### src/rtl/uart_tx_fifo.sv
`default_nettype none
// +-----------------------------------------------------------------------------+
// | Module      : uart_tx_fifo                                                  |
// | Description : 8N1 UART transmitter fed by a small byte FIFO. Bytes enter    |
// |               over a valid/ready handshake and are serialised LSB first,    |
// |               back-to-back with no idle gap while the FIFO holds data.      |
// | Revision    : 1.0  initial release                                          |
// +-----------------------------------------------------------------------------+
// | Ports                                                                       |
// |   clk    in   rising-edge system clock                                      |
// |   rst_n  in   synchronous reset, active low                                 |
// |   data   in   byte to send, sampled on the push edge only                   |
// |   valid  in   byte offered; accepted on an edge where valid && ready        |
// |   ready  out  FIFO not full (combinational from the fill level)             |
// |   tx     out  serial line, idle high, registered                            |
// |   busy   out  high while a frame is on the line                             |
// |   level  out  bytes held in the FIFO, excluding the byte being sent         |
// +-----------------------------------------------------------------------------+
module uart_tx_fifo #(
   parameter int BAUD       = 115200,
   parameter int CLK_FREQ   = 50000000,
   parameter int FIFO_DEPTH = 4
) (
   input  logic                          clk,
   input  logic                          rst_n,
   input  logic [7:0]                    data,
   input  logic                          valid,
   output logic                          ready,
   output logic                          tx,
   output logic                          busy,
   output logic [$clog2(FIFO_DEPTH):0]   level
);

   localparam int CLKS_PER_BIT = CLK_FREQ / BAUD;
   localparam int CNT_W        = (CLKS_PER_BIT > 1) ? $clog2(CLKS_PER_BIT) : 1;
   localparam int PTR_W        = $clog2(FIFO_DEPTH);
   localparam int LVL_W        = PTR_W + 1;

   localparam logic [CNT_W-1:0] CNT_RELOAD = CNT_W'(CLKS_PER_BIT - 1);
   localparam logic [LVL_W-1:0] LVL_FULL   = LVL_W'(FIFO_DEPTH);

   typedef enum logic [1:0] {
      IDLE  = 2'd0,
      START = 2'd1,
      DATA  = 2'd2,
      STOP  = 2'd3
   } state_t;

   // FIFO storage and bookkeeping
   logic [7:0]       mem [FIFO_DEPTH];
   logic [PTR_W-1:0] wr_ptr;
   logic [PTR_W-1:0] rd_ptr;
   logic [LVL_W-1:0] count;
   logic             push;
   logic             pop;

   // Transmit datapath
   state_t           state;
   state_t           state_nx;
   logic [CNT_W-1:0] baud_cnt;
   logic [CNT_W-1:0] baud_cnt_nx;
   logic [2:0]       bit_idx;
   logic [2:0]       bit_idx_nx;
   logic [2:0]       bit_idx_inc;
   logic [7:0]       shift;
   logic [7:0]       shift_nx;
   logic             tx_nx;
   logic             fifo_has_data;

   assign ready         = (count != LVL_FULL);
   assign level         = count;
   assign busy          = (state != IDLE);
   assign push          = valid && ready;
   assign fifo_has_data = (count != '0);
   assign bit_idx_inc   = bit_idx + 3'd1;

   // ------------------------------------------------------------------------
   // FIFO: memory has no reset; only pointers and count define its contents.
   // ------------------------------------------------------------------------
   always_ff @(posedge clk) begin
      if (push) begin
         mem[wr_ptr] <= data;
      end
   end

   always_ff @(posedge clk) begin
      if (!rst_n) begin
         wr_ptr <= '0;
         rd_ptr <= '0;
         count  <= '0;
      end else begin
         // Power-of-two depth: pointers wrap by natural overflow.
         if (push) begin
            wr_ptr <= wr_ptr + PTR_W'(1);
         end
         if (pop) begin
            rd_ptr <= rd_ptr + PTR_W'(1);
         end
         // Simultaneous push and pop leaves the level unchanged.
         case ({push, pop})
            2'b10:   count <= count + LVL_W'(1);
            2'b01:   count <= count - LVL_W'(1);
            default: count <= count;
         endcase
      end
   end

   // ------------------------------------------------------------------------
   // FSM state register. tx is registered from its next-state value so the
   // line level changes on the same edge as the state.
   // ------------------------------------------------------------------------
   always_ff @(posedge clk) begin
      if (!rst_n) begin
         state    <= IDLE;
         baud_cnt <= '0;
         bit_idx  <= '0;
         shift    <= '0;
         tx       <= 1'b1;
      end else begin
         state    <= state_nx;
         baud_cnt <= baud_cnt_nx;
         bit_idx  <= bit_idx_nx;
         shift    <= shift_nx;
         tx       <= tx_nx;
      end
   end

   // ------------------------------------------------------------------------
   // Next-state and output logic
   // ------------------------------------------------------------------------
   always_comb begin
      state_nx    = state;
      baud_cnt_nx = baud_cnt;
      bit_idx_nx  = bit_idx;
      shift_nx    = shift;
      tx_nx       = 1'b1;
      pop         = 1'b0;

      case (state)
         IDLE: begin
            if (fifo_has_data) begin
               pop         = 1'b1;
               shift_nx    = mem[rd_ptr];
               baud_cnt_nx = CNT_RELOAD;
               state_nx    = START;
               tx_nx       = 1'b0;
            end
         end

         START: begin
            if (baud_cnt == '0) begin
               baud_cnt_nx = CNT_RELOAD;
               bit_idx_nx  = 3'd0;
               state_nx    = DATA;
               tx_nx       = shift[0];
            end else begin
               baud_cnt_nx = baud_cnt - CNT_W'(1);
               tx_nx       = 1'b0;
            end
         end

         DATA: begin
            if (baud_cnt == '0) begin
               baud_cnt_nx = CNT_RELOAD;
               if (bit_idx == 3'd7) begin
                  state_nx = STOP;
                  tx_nx    = 1'b1;
               end else begin
                  bit_idx_nx = bit_idx_inc;
                  tx_nx      = shift[bit_idx_inc];
               end
            end else begin
               baud_cnt_nx = baud_cnt - CNT_W'(1);
               tx_nx       = shift[bit_idx];
            end
         end

         STOP: begin
            if (baud_cnt == '0) begin
               if (fifo_has_data) begin
                  // Chain straight into the next start bit, no idle gap.
                  pop         = 1'b1;
                  shift_nx    = mem[rd_ptr];
                  baud_cnt_nx = CNT_RELOAD;
                  state_nx    = START;
                  tx_nx       = 1'b0;
               end else begin
                  state_nx = IDLE;
               end
            end else begin
               baud_cnt_nx = baud_cnt - CNT_W'(1);
            end
         end

         default: begin
            state_nx = IDLE;
         end
      endcase
   end

endmodule
`default_nettype wire

### config.mk
export PLATFORM = sky130hd
export DESIGN_NAME = uart_tx_fifo
export DESIGN_NICKNAME = d
export VERILOG_FILES = /design/src/rtl/uart_tx_fifo.sv
export SDC_FILE = /design/constraint.sdc
export NUM_CORES = 1
export LEC_CHECK = 0
export ABC_AREA = 1
export CAP_MARGIN = 20
export CORE_MARGIN = 2
export CORE_UTILIZATION = 24
export DETAILED_ROUTE_END_ITERATION = 12
export GPL_ROUTABILITY_DRIVEN = 1
export SLEW_MARGIN = 20
export SYNTH_ARGS = -nofsm -noshare
export SYNTH_HDL_FRONTEND = slang
export SYNTH_SLANG_ARGS = --single-unit
### constraint.sdc
create_clock -name clk -period 5.08 [get_ports clk]
set_clock_uncertainty 0.05 [all_clocks]
set_input_delay 0.508 -clock clk [delete_from_list [all_inputs] [get_ports clk]]
set_output_delay 0.508 -clock clk [all_outputs]
set_load 0.02 [all_outputs]
# Yosys cells after proc, flatten, opt, wreduce, memory -nomap -nowiden
# Memory sizes are Yosys's and may differ from the RTL's. A register that Yosys moved wholly into a read port is not among the register bits.
# Index checks and enable logic that the tools add are counted.
# W data, S select, Z words.
# classes
n_eq_ne	13
muxes	36
reduce_logical	12
order_cmp	2
add_sub_neg	6
# op_table
op	count
$mux W9	3
$pmux W9 S3	1
$mux W8	2
$pmux W8 S2	1
$mux W2	7
$mux W1	12
$ne A2 B2 Y1 const B	6
$pmux W3 S2	2
$logic_not A9 Y1	1
$mux W3	3
$sub A9 B1 Y9 const B	1
$lt A3 B4 Y1 const B	2
$pmux W2 S4	1
$reduce_bool A2 Y1	4
$add A3 B1 Y3 const B	2
$bmux W1 S3	2
$eq A2 B2 Y1 const B	3
$reduce_and A5 Y1	1
$add A2 B1 Y2 const B	2
$eq A2 B1 Y1 const B	2
$pmux W1 S4	1
$reduce_and A4 Y1	1
$eq A3 B3 Y1 const B	1
$ne A3 B3 Y1 const B	1
other kinds (7)	7
# word_totals
regBits	30
wordCells	78
output_inout_bits	6
in_bits	11
mem_bits_rw	32
memories	1
# memory_table
memory	depth	width	rd	rd_clocked_by_memory_dff	write_ports	line_no	text
mem	4	8	1	1	1	50	logic [7:0] mem [FIFO_DEPTH];

# Longest topological paths before layout
# Gate-level depths: netlist of the first run.
# depth
depth_word	6
depth_mapped	15
mapped_depth_nobuf	15

# Worst setup path before layout of the first run
# No wires, ideal clock.
# synth_path
kind	register to register
startpoint	register baud_cnt[0]
endpoint	register count[2] (netlist: level[2])
setup_time_ps	122
t_required_ps	4908
synth_period_minus_slack_ps	2274
t_arrival_ps	2102
stages_incl_launch_ff	16
setup_slack_ps	2806
n_path_buf	0
cell_sequence	dfxtp_1 inv_1 ha_1 nand2_2 nor2_4 nand2_4 o21ai_2 nand2_1 inv_1 ha_1 inv_1 fa_1 a21oi_1 o21ai_0 o21ai_0 a21oi_1
# synth_via
elab_chain_cells	5
elab_cells_between_ends	7
classes_between	eq/ne (2); mux (3); reduce/logical (2)
# synth_rtl
item	line_no	text
start: declaration	60	logic [CNT_W-1:0] baud_cnt;
start signal: assignment	121	baud_cnt <= baud_cnt_nx;
$logic_not A9 Y1 (*)	179	if (baud_cnt == '0) begin
$mux W1 (*)	179	
$pmux W1 S2 (*)	139	case (state)
via pop	55	logic pop;
$eq A2 B1 Y1 or $eq A2 B2 Y1 (tied branches)	100	case ({push, pop})
$pmux W3 S2 or $reduce_bool A2 Y1 (tied branches)	n/a	
end signal: assignment	101	2'b10: count <= count + LVL_W'(1);
end signal: assignment	102	2'b01: count <= count - LVL_W'(1);
end signal: assignment	103	default: count <= count;
end: declaration	53	logic [LVL_W-1:0] count;
# Mark *: on every way through the listed nets, which the timed path passes. The rest lies on a longest branch.
# A chain may end at the register's enable or synchronous reset.

# Final worst setup path of the first run
# layout_path
startpoint	register state[0]
endpoint	register count[2] (netlist: level[2])
# layout_via
elab_chain_cells	4
elab_cells_between_ends	7
classes_between	eq/ne (3); mux (2); reduce/logical (2)
# layout_rtl
item	line_no	text
start: declaration	58	state_t state;
start signal: assignment	120	state <= state_nx;
$eq A2 B2 Y1 or $logic_not A2 Y1 (tied branches)	139	
$pmux W1 S2 (*)	139	
via pop	55	
$eq A2 B1 Y1 or $eq A2 B2 Y1 (tied branches)	100	
$pmux W3 S2 or $reduce_bool A2 Y1 (tied branches)	n/a	
# Marked as above.

==> impl_metrics.yaml, run 1 <==
outcome:
  status: "complete, no violations"
placed_design:
  dp_hpwl_um: 4440
  gp_congestion: 0.8181
  port_buffers: 16
global_routing:
  grt_pass1_wl_um: 10880
  antenna_found_initial: 0
  grt_max_degree: 21
  overflow: 0
  grt_pass1_vias: 2258
  grtUsageTotal: 0.09709
worst_setup_path:
  critPathMaxStageDelay_ns: 0.42
  ff2ff_path_depth: 12
  cp-endpoint: "level[2]$_SDFFE_PN0P_"
  cp_data_required_time_ns: 5.23
  crit_chain: "inv_1 -> ha_1 -> nor2_2 -> nand2_1 -> inv_1 -> ha_1 -> inv_1 -> fa_1 -> a21oi_1 -> o21ai_0 -> o21ai_0 -> a21oi_1"
  critPathBufInv: 3
  cp_top_family: "adder cells"
  cp.depth: 12
  critPathMostFrequentCell: "inv_1"
  end_kind: "flip-flop"
  crit_type: "reg2reg"
  crit_fanout: 12
  slowest_stage: "nor2_2"
  r2r_start: "state[0]$_SDFFE_PN0P_"
  cp.arrival_ns: 2.94
  r2r-end: "level[2]$_SDFFE_PN0P_"
  critPathLaunchType: "flip-flop"
  r2r_slack_ns: 2.30
  crit_start: "state[0]$_SDFFE_PN0P_"
sta:
  period_share: 0.5482
  slew_violations: 0
  finalHoldViolCount: 0
  slew_headroom: 0.4312
  timing.setup.tns_ns: 0
  holdWs_ns: 0.4356
  tightest_slew_ns: 0.8500
  rsz0062_at_grt: "no"
  max_freq_mhz: 359.1
  setup_viol: 0
  finalCriticalPeriod_ns: 2.785
detailed_routing:
  drt_first_pass_iters: 4
  final_antenna_net_count: 0
  drt-total-wl_um: 6461
  dr_total_vias: 2441
  wl_per_cell_um: 11.64
  drtIter0Drc: 88
  avgViaCountPerCell: 4.398
  route.detailed.drc: 0
layout:
  syn_to_final_growth_pct: 20.62
  final_common_cell: "nand2_1"
  drive_gt1_frac: 0.07572
  finalNetCount: 403
  num_antenna_cells: 0
  layout_common_cells: "nand2_1 (61), nor2_1 (49), o21ai_0 (40)"
clock_network:
  cts.repair.resized: 0
  cts_hold_buf: 0
  clock_path_buffers: 2
  clkLatencyLatePin_ns: 0.33
  cts_tree: "done"
  cts.clk_slew.worst_paths_ns: 0.06
  cts_setup_buffers: 0
  numCtsBuffers: 9
  clkSinkCount: 64
  cts_root_buf: "clkbuf_16"
  cts_htree_levels: 3
floorplan:
  initial_core_util: 0.2462
  fp.dieW_um: 117.8
  pin_count: 17
  rows: 41
  dieArea_um2: 13870
  core_area_um2: 12620
  die_h_um: 117.8
run:
  drv_cap: 0
synthesis:
  yosys_warnings: 0
  async_flop_share: 0
  synth_edf_count: 32
  syn-num-nets: 388
  ys_types: 31
  synth-seq-cells: 64
  yosys_most_used_dff: "edfxtp_1"
  avgSynthCellArea_um2: 8.558
  netlist_area_um2: 3107
  synth_cells: 363
  seq_area_frac_synth: 0.5155
power:
  cell_internal_pwr_mw: 1.434
  pwr-share-comb: 0.397
  sequentialPowerShare: 0.322
  ir_worst_vdd_v: 0.0001848
  power_density_nw_per_um2: 636.7
  p_switching_uw: 952.1
  p_leak_nw: 1.400
  swShare: 0.3990
  pwr-share-clk: 0.281
min_path:
  hold_path_class: "reg2reg"
  hold_depth: 2
[cell families after synthesis]
| family | synth area share |
|---|---|
| adder cells (fa/ha/maj) | 0.05880 |
| AND/OR/NAND/NOR | 0.2171 |
| flip-flops | 0.5155 |
| buffers and inverters | 0.06242 |
| AO/OA/AOI/OAI | 0.1293 |
| XOR/XNOR | 0.01691 |
[Yosys cell counts, types with 3 or more instances]
| cell type | instances | area [um^2] |
|---|---|---|
| xor2_1 | 4 | 35.03 |
| ha_1 | 13 | 162.7 |
| dfxtp_1 | 32 | 640.6 |
| nand2_1 | 61 | 229.0 |
| a21oi_1 | 30 | 150.1 |
| nand2_2 | 3 | 18.77 |
| nor2_1 | 49 | 183.9 |
| edfxtp_1 | 32 | 960.9 |
| o21ai_0 | 40 | 200.2 |
| clkbuf_1 | 3 | 11.26 |
| inv_1 | 32 | 120.1 |
| buf_2 | 7 | 35.03 |
| nand3_1 | 32 | 160.2 |
[worst min path at each step]
stage | slack, ns | end | start
2_1_floorplan | 0.40 | shift[1]$_SDFFE_PN0P_ | shift[1]$_SDFFE_PN0P_
3_3_place_gp | 0.42 | shift[2]$_SDFFE_PN0P_ | shift[2]$_SDFFE_PN0P_
3_5_place_dp | 0.43 | shift[2]$_SDFFE_PN0P_ | shift[2]$_SDFFE_PN0P_
4_1_cts | 0.43 | shift[2]$_SDFFE_PN0P_ | shift[2]$_SDFFE_PN0P_
5_1_grt | 0.46 | shift[6]$_SDFFE_PN0P_ | shift[6]$_SDFFE_PN0P_
6_report | 0.44 | shift[6]$_SDFFE_PN0P_ | shift[6]$_SDFFE_PN0P_
[worst min-delay path: cells and delay by family, from the launching register on]
family	cells	cell delay, ns
flops	1	0.32
compound gates	1	0.05
simple gates	1	0.06
[power by group through the flow]
stage	registers, mW	logic, mW	clock network [mW]
floorplan	0.752	0.752	0
global placement	0.774	0.924	0
detailed placement	0.779	0.944	0
CTS	0.769	0.950	0.685
global route	0.787	1.08	0.708
finish	0.769	0.947	0.671
[flip-flops by register name, indices dropped and copies added, names as in the netlist, named ones only]
register and flops:
baud_cnt 9, rd_ptr 2, tx 1, state 2
wr_ptr 2, mem 32, shift 8, level 3
bit_idx 3
[metal layers]
layer / GRT usage / vias to the layer above / wire, um
li1: - / 1242 / -
met1: 0.1222 / 1143 / 3008
met2: 0.1613 / 51 / 3184
met3: 0.02326 / 5 / 217
met4: 0.03614 / 0 / 52
met5: 0 / - / 0
[stage by stage]
step                      instance area, um^2  setup slack (ns)    util  power [mW]  instances
after floorplan                          3107             2.806       -       1.504        363
after global placement                   3420             2.438  0.2710       1.698        539
after detailed placement                 3420             2.346  0.2710       1.723        539
after CTS                                3747             2.299  0.2969       2.405        555
after global routing                     3747             2.039  0.2969       2.575        555
final                                    3747             2.295  0.2969       2.386        555
[area by class of cell]
class                   count  area, um^2
clock buffers               9       225.2
clock inverters             7       102.6
fillers                  1363        8872
inverters                  35       131.4
multi-input cells         252        1311
flip-flops and latches     64        1602
well taps                 172       215.2
repair buffers             16       160.2
Power figures use the tool's default switching activity.
==> run 2: changes to the inputs <==
==> constraint.sdc (replaced) <==
create_clock -name clk -period 2.37 [get_ports clk]
set_clock_uncertainty 0.05 [all_clocks]
set_input_delay 0.237 -clock clk [delete_from_list [all_inputs] [get_ports clk]]
set_output_delay 0.237 -clock clk [all_outputs]
set_load 0.02 [all_outputs]
==> impl_metrics.yaml, run 2 (synthesized netlist as in run 1, its figures left out) <==
sta:
  timing.setup.tns_ns: 0
  setup_viol: 0
  finalHoldViolCount: 0
  fin_ws_ns: 0.1532
  slew_headroom: 0.5335
  finalCriticalPeriod_ns: 2.217
  max_freq_mhz: 451.1
  tightest_slew_ns: 0.6990
  period_share: 0.9354
  slew_violations: 0
clock_network:
  numCtsBuffers: 9
  cts_root_buf: "clkbuf_16"
  clkSinkCount: 64
  cts_htree_levels: 3
  cts.clk_slew.worst_paths_ns: 0.05
  clock_path_buffers: 2
  cts_hold_buf: 0
  clkLatencyLatePin_ns: 0.33
  cts_tree: "done"
worst_setup_path:
  cp_data_required_time_ns: 2.53
  critPathBufInv: 3
  r2r_start: "baud_cnt[1]$_SDFF_PN0_"
  critPathMaxStageDelay_ns: 0.34
  r2r_slack_ns: 0.15
  crit_chain: "inv_2 -> ha_4 -> nand2_2 -> nor2_4 -> nand2_4 -> o21ai_4 -> nand2_2 -> inv_2 -> ha_2 -> inv_2 -> fa_2 -> a21oi_2 -> o21ai_1 -> o21ai_1 -> a21oi_1"
  critPathLaunchType: "flip-flop"
  crit_start: "baud_cnt[1]$_SDFF_PN0_"
  cp_top_family: "adder cells"
  cp.arrival_ns: 2.38
  slowest_stage: "fa_2"
  critPathMostFrequentCell: "inv_2"
  r2r-end: "level[2]$_SDFFE_PN0P_"
  end_kind: "flip-flop"
  crit_fanout: 3
  cp.depth: 15
  crit_type: "reg2reg"
  ff2ff_path_depth: 15
detailed_routing:
  final_antenna_net_count: 0
  dr_total_vias: 2495
  route.detailed.drc: 0
  drt-total-wl_um: 6533
  avgViaCountPerCell: 4.347
  wl_per_cell_um: 11.38
  drt_first_pass_iters: 4
  drtIter0Drc: 77
global_routing:
  antenna_found_initial: 0
  grtUsageTotal: 0.09692
  grt_pass1_vias: 2380
  overflow: 0
  grt_pass1_wl_um: 10900
  grt_max_degree: 21
placed_design:
  place_ws_ns: 0.01936
  port_buffers: 16
  place_area_um2: 3540
  dp_cells: 555
  gp_congestion: 0.8246
  dp_hpwl_um: 4526
power:
  power.total_mw: 5.381
  ir_worst_vdd_v: 0.0003946
  p_leak_nw: 1.489
  power_density_nw_per_um2: 1369
layout:
  design_area_um2: 3930
  max_flop_register: "mem"
  fillerInstances: 1339
  largest_reg_flops: 32
  drive_gt1_frac: 0.1493
  final_common_cell: "nand2_1"
  final_cells: 574
  num_antenna_cells: 0
  syn_to_final_growth_pct: 26.50
  layout_common_cells: "nand2_1 (59), nor2_1 (48), o21ai_0 (38), nand3_1 (32), edfxtp_1 (32)"
  top_regs: "mem x32, baud_cnt x9, shift x8"
  finalNetCount: 423
floorplan:
  dieArea_um2: 13870
  initial_core_util: 0.2462
  die_h_um: 117.8
  rows: 41
  pin_count: 17
  fp.dieW_um: 117.8
  core_area_um2: 12620
min_path:
  hold_depth: 2
  whs_endpoint: "shift[4]$_SDFFE_PN0P_"
  hold_path_class: "reg2reg"
  min-delay-start: "shift[4]$_SDFFE_PN0P_"
run:
  drv_cap: 0
outcome:
  status: "complete, no violations"
## run 2: cell count changes in the layout (fill, tap and decap cells not counted), sizes merged
cell / delta
inv: -1
buf: +20
## run 2: worst max-delay path by stage
stage | endpoint | slack [ns]
after floorplan | level[2]$_SDFFE_PN0P_ | 0.1
after global placement | level[2]$_SDFFE_PN0P_ | 0.06
after detailed placement | level[2]$_SDFFE_PN0P_ | 0.02
after CTS | level[2]$_SDFFE_PN0P_ | 0.02
after global routing | level[1]$_SDFFE_PN0P_ | -0.01
final | level[2]$_SDFFE_PN0P_ | 0.15
## run 2: per-stage QoR
stage	hold WS (ns)	util
4_1_cts	0.4324	0.3052
3_3_place_gp	0.4202	0.2805
2_1_floorplan	0.2859	-
3_5_place_dp	0.4258	0.2805
6_report	0.4282	0.3114
5_1_grt	0.4470	0.3114
## run 2: layer usage
layer | GRT usage | vias to the layer above | wire length [um]
met2 | 0.1675 | 51 | 3253
li1 | - | 1277 | -
met3 | 0.02762 | 12 | 275
met1 | 0.1117 | 1155 | 2887
met5 | 0 | - | 0
met4 | 0.04142 | 0 | 117
## run 2: final cells by class
cell class	instances	area (um^2)	area share
timing repair buffer	36	310.3	0.07896
multi-input combinational	252	1360	0.3461
clock buffer	9	225.2	0.05731
clock inverter	6	83.83	0.02133
sequential	64	1604	0.4082
tap	172	215.2	0.05476
inverter	35	131.4	0.03343
## run 2: what timing repair did
item / 4_1_cts / 5_1_grt
buffers inserted: 0 / 4
setup endpoints to repair: 1 / 2
resized for setup: 2 / 16
pin swaps: 0 / 5
cloned: 0 / 0
## run 2: power breakdown
| part | switching, mW | internal [mW] |
|---|---|---|
| Clock | 0.460 | 0.909 |
| Sequential | 0.189 | 1.43 |
| Combinational | 1.45 | 0.949 |
| Total | 2.10 | 3.29 |
## run 2: worst reg2reg max path, stage by stage (launching register included)
cell     delay (ns)
dfxtp_2        0.33
inv_2          0.08
ha_4           0.14
nand2_2        0.07
nor2_4         0.12
nand2_4        0.07
o21ai_4        0.16
nand2_2        0.08
inv_2          0.06
ha_2           0.16
inv_2          0.05
fa_2           0.34
a21oi_2        0.13
o21ai_1        0.08
o21ai_1        0.13
a21oi_1        0.05
==> RTL edit 1: new RTL, settings of run 2 <==
The 4 states of `state_t` get a one-hot encoding in 4 bits.
--- a/src/rtl/uart_tx_fifo.sv
+++ b/src/rtl/uart_tx_fifo.sv
@@ -41,7 +41,7 @@
 
-   typedef enum logic [1:0] {
-      IDLE  = 2'd0,
-      START = 2'd1,
-      DATA  = 2'd2,
-      STOP  = 2'd3
+   typedef enum logic [3:0] {
+      IDLE  = 4'b0001,
+      START = 4'b0010,
+      DATA  = 4'b0100,
+      STOP  = 4'b1000
    } state_t;
Behaviour: no difference found for any inputs over 10 cycles, from zero or initial values and one cycle with rst_n low; not proved beyond that.
==> RTL edit 1 against run 2 <==
Worst setup slack gained 0.0043 ns; first-iteration DRC count rose by 48%; total power is 13% lower; non-clock buffer count down 8; critical path depth is 3 lower; largest power group unchanged; sequential share of layout area rose by 0.81 points; wire length up 3.7%; area after synthesis is 4.7% higher; final area rose by 0.35%; sequential cell count rose by 2.
==> RTL edit 1: results (changes against run 2) <==
reg2reg path depth 12 (-3); 1st-iter DRT viols 114 (+48%); global-route wire length before repair 11890 µm (+9.0%); Post-Synth XOR/XNOR Area 0.01077 (-0.006146); # fillers 1394 (+4.1%); routed wire length 6774 µm (+3.7%); R2R Setup Slk 0.16 ns; P_leak 1.496 nW (+0.49%); crit path max fanout 4 (+1); Worst Hold Path EP level[2]; wire length on met3 276 µm (+0.36%); hold wc startpoint level[2]; max_slew headroom 0.6544 (+0.1209); most frequent cells after synthesis nand2_1 (62), nor2_1 (54), nand3_1 (44), o21ai_0 (38), dfxtp_1 (34); Synth Warn # 0 (unchanged); Seq/Total Area, Yosys 0.5046 (-0.01089); first drt pass iteration count 4 (unchanged); Placed Cells 574 (+3.4%); Mapped Cells 380 (+4.7%); synth top area cells edfxtp_1 (30%), dfxtp_1 (21%), nand2_1 (7.2%), nand3_1 (6.8%), nor2_1 (6.2%); FF/Latch Area 1642 µm² (+2.3%); vias per cell 4.307 (-0.92%); status finished, final reports clean; nets 429 (+1.4%); placed inst area 3647 µm² (+3.0%); hold path depth 1 (-1); GRT met2 Usage 0.1766 (+0.009039); Crit-path slowest cell fa_1; clock power share 0.276 (+0.022); Antenna diodes 0 (unchanged); CTS-repair resized insts 0 (-2); DP HPWL 4775 µm (+5.5%); Critical Path AT 2.42 ns (+0.04 ns); All-Layer GR Usage 0.1024 (+0.005522); Top Layer Used met4; Setup Buffers After CTS 0 (unchanged); GPL Wtd Cong 0.8351 (+1.3%); VDD IR max 0.0003732 V (-5.4%); Netlist cell types 33 (+6.5%); met1 wire length 3039 µm (+5.3%); ys flop type dfxtp_1; R2R Path Start baud_cnt[0]; routed length on met2 3368 µm (+3.5%); vias in the first global route 2578 (+8.3%); Critical Path Max Stage Delay 0.39 ns (+0.05 ns); M3 GR Usage 0.03160 (+0.003987); M1 GR Usage 0.1214 (+0.009729); Fin Hold WS 0.4422 ns (+0.01404 ns); Adder-Cell Fraction of Synth Area 0.03692 (-0.02188); pwr dens 1186 nW/µm² (-13%); Clock transition at path regs approximately 0.060 ns; Synth Area in Compound Gates 0.1204 (-0.008894); combinational share of power 0.372 (-0.073)
[RTL edit 1: layout make-up]
type | instances | share of cell area
Clock buffer | 10 | 0.05806
Clock inverter | 6 | 0.01713
Inverter | 37 | 0.03522
Multi-Input combinational cell | 267 | 0.3541
Sequential cell | 66 | 0.4162
Tap cell | 176 | 0.05584
Timing Repair Buffer | 28 | 0.06345
[RTL edit 1: worst max path at each step]
stage / startpoint / endpoint / slack (ns) / cells past startpoint
after floorplan: level[0] / level[2] / 0.14 / 9
after global placement: baud_cnt[0] / level[2] / 0.20 / 12
after detailed placement: baud_cnt[0] / level[2] / 0.18 / 12
after CTS: baud_cnt[0] / level[2] / 0.17 / 12
after global routing: baud_cnt[0] / level[2] / 0.03 / 12
final: baud_cnt[0] / level[2] / 0.16 / 12
[RTL edit 1: worst max-delay path: cells and delay by family (launching register included)]
family,cells,cell delay (ns)
fa+ha+maj,3,0.88
simple gates,4,0.33
buf+inv,1,0.08
flops,1,0.34
compound gates,4,0.47
==> RTL edit 2: new RTL, settings of run 2 <==
Made on the original files. The parameter `FIFO_DEPTH` goes from 4 to 2.
--- a/src/rtl/uart_tx_fifo.sv
+++ b/src/rtl/uart_tx_fifo.sv
@@ -21,3 +21,3 @@
    parameter int CLK_FREQ   = 50000000,
-   parameter int FIFO_DEPTH = 4
+   parameter int FIFO_DEPTH = 2
 ) (
Interface: changed (resized level); port bits go from 17 to 16. No check against the original RTL was run, so the function may have changed too.
==> RTL edit 2 against run 2 <==
Maximum frequency up 8.6%; sequential power down 28%; critical path type unchanged; total power down 35%; global-route usage down 0.43 points; non-clock buffer count down 17; largest cell class unchanged; wire length down 34%; die area down 27%; sequential cell count down 20; final area down 33%; area after synthesis down 28%; critical endpoint is now level[1]; worst setup slack better by 0.18 ns; cell count down 30%; critical path depth down 5.
==> RTL edit 2: results (changes against run 2) <==
Antenna diodes 0 (unchanged); htree depth 2 (-1); Setup Buffers After CTS 0 (unchanged); crit path max fanout 6 (+3); initial antenna violation count 0 (unchanged); P_leak 1.044 nW (-30%); nets 307 (-27%); GPL Wtd Cong 0.8198 (-0.58%); max_slew headroom 0.6796 (+0.1461); Clock transition at path regs 0.09 ns (+0.04 ns); All-Layer GR Usage 0.09267 (-0.004256); Synth Warn # 0 (unchanged); largest registers mem x16, baud_cnt x9, shift x8; HP Class flip-flop to flip-flop; wire length on met3 112 µm (-59%); Critical Path Max Stage Delay 0.40 ns (+0.06 ns); status finished, final reports clean; VDD IR max 0.0007861 V (+99%); worst skew pair latency 0.31 ns (-0.02 ns); vias per cell 4.421 (+1.7%); Mapped Nets 287 (-26%); largest net degree at the start of global routing 18 (-14%); global-route wire length before repair 7645 µm (-30%); most common cell in the netlist nand2_1; EDFF count, synth 16 (-50%); Final Hold Fails 0 (unchanged); 1st-iter DRT viols 83 (+7.8%); routed length on met2 2007 µm (-38%); root buffer cell clkbuf_8; Num CTS Buffers 5 (-4); DP HPWL 3225 µm (-29%); Synth Area in Compound Gates 0.1350 (+0.005766); share of layout cells above drive strength 1 0.1181 (-0.03120); first drt pass iteration count 4 (unchanged); Crit-path slowest cell dfxtp_1; # fillers 990 (-26%); Post-Synth XOR/XNOR Area 0.007813 (-0.009103); Top Layer Used met4; post-synthesis mux area share 0.03571 (+0.03571); ys flop type dfxtp_1; Adder-Cell Fraction of Synth Area 0.05022 (-0.008577); met1 wire length 2111 µm (-27%); Reg with most FFs mem; Longest Clk Path Bufs 2 (unchanged); I/O Buffers 15 (-1); Seq/Total Area, Yosys 0.4643 (-0.05122); vias in the first global route 1713 (-28%); Netlist cell types 36 (+16%); Async SR Flop Fraction 0 (unchanged); routed len/inst 10.81 µm (-5.0%); CTS-repair resized insts 0 (-2); synth top area cells dfxtp_1 (25%), edfxtp_1 (21%), nand2_1 (7.9%), a21oi_1 (6.7%), nand3_1 (6.0%); most frequent cells after synthesis nand2_1 (47), a21oi_1 (30), dfxtp_1 (28), inv_1 (28), nand3_1 (27); CP delay by family, top adder cells; Critical Path AT 2.19 ns (-0.19 ns)
==> RTL edit 2: report_power, final <==
group / internal (W) / switching, W
Combinational: 0.000635 / 0.00108
Sequential: 0.000995 / 0.000162
Clock: 0.000318 / 0.000289
Total: 0.00195 / 0.00153
==> RTL edit 2: cell families (layout without fill, tap and decap cells) <==
group,Yosys count,count (layout)
AO/OA/AOI/OAI,56,56
XOR/XNOR,2,2
adder cells (fa/ha/maj),9,9
buffers and inverters,43,64
flip-flops,44,44
multiplexers,8,8
AND/OR/NAND/NOR,105,105
==> RTL edit 2: path summary, 6_finish.rpt <==
check	start	to	slack [ns]	depth (start not counted)
setup reg to reg	state[0]	level[1]	0.33	10
hold / removal	rd_ptr	flip-flop	0.45	2
setup / recovery	state[0]	level[1]	0.33	10
hold reg to reg	rd_ptr	flip-flop	0.45	2
==> RTL edit 2: final cells by class <==
cell class | instances | area share
clock buffers | 5 | 0.02613
inverters | 37 | 0.05416
multi-input cells | 180 | 0.3857
well taps | 111 | 0.05273
repair buffers | 19 | 0.06841
flip-flops and latches | 44 | 0.3952
clock inverters | 3 | 0.01758
==> RTL edit 2: per-stage QoR <==
stage / setup WS [ns] / instances / utilization / total power, W / cell area (µm²)
CTS: 0.3207 / 399 / 0.2878 / 0.003498 / 2634
finish: 0.3286 / 399 / 0.2878 / 0.003476 / 2634
floorplan: 0.3514 / 267 / - / 0.002515 / 2242
detailed placement: 0.3448 / 391 / 0.2752 / 0.002884 / 2519
global placement: 0.3963 / 391 / 0.2752 / 0.002856 / 2519
global route: 0.1511 / 399 / 0.2878 / 0.003776 / 2634
==> RTL edit 2: metal layers <==
metal,up-vias,track usage
met5,-,0
met4,0,0.03793
met3,7,0.01942
met2,24,0.1564
met1,806,0.1146
li1,927,-
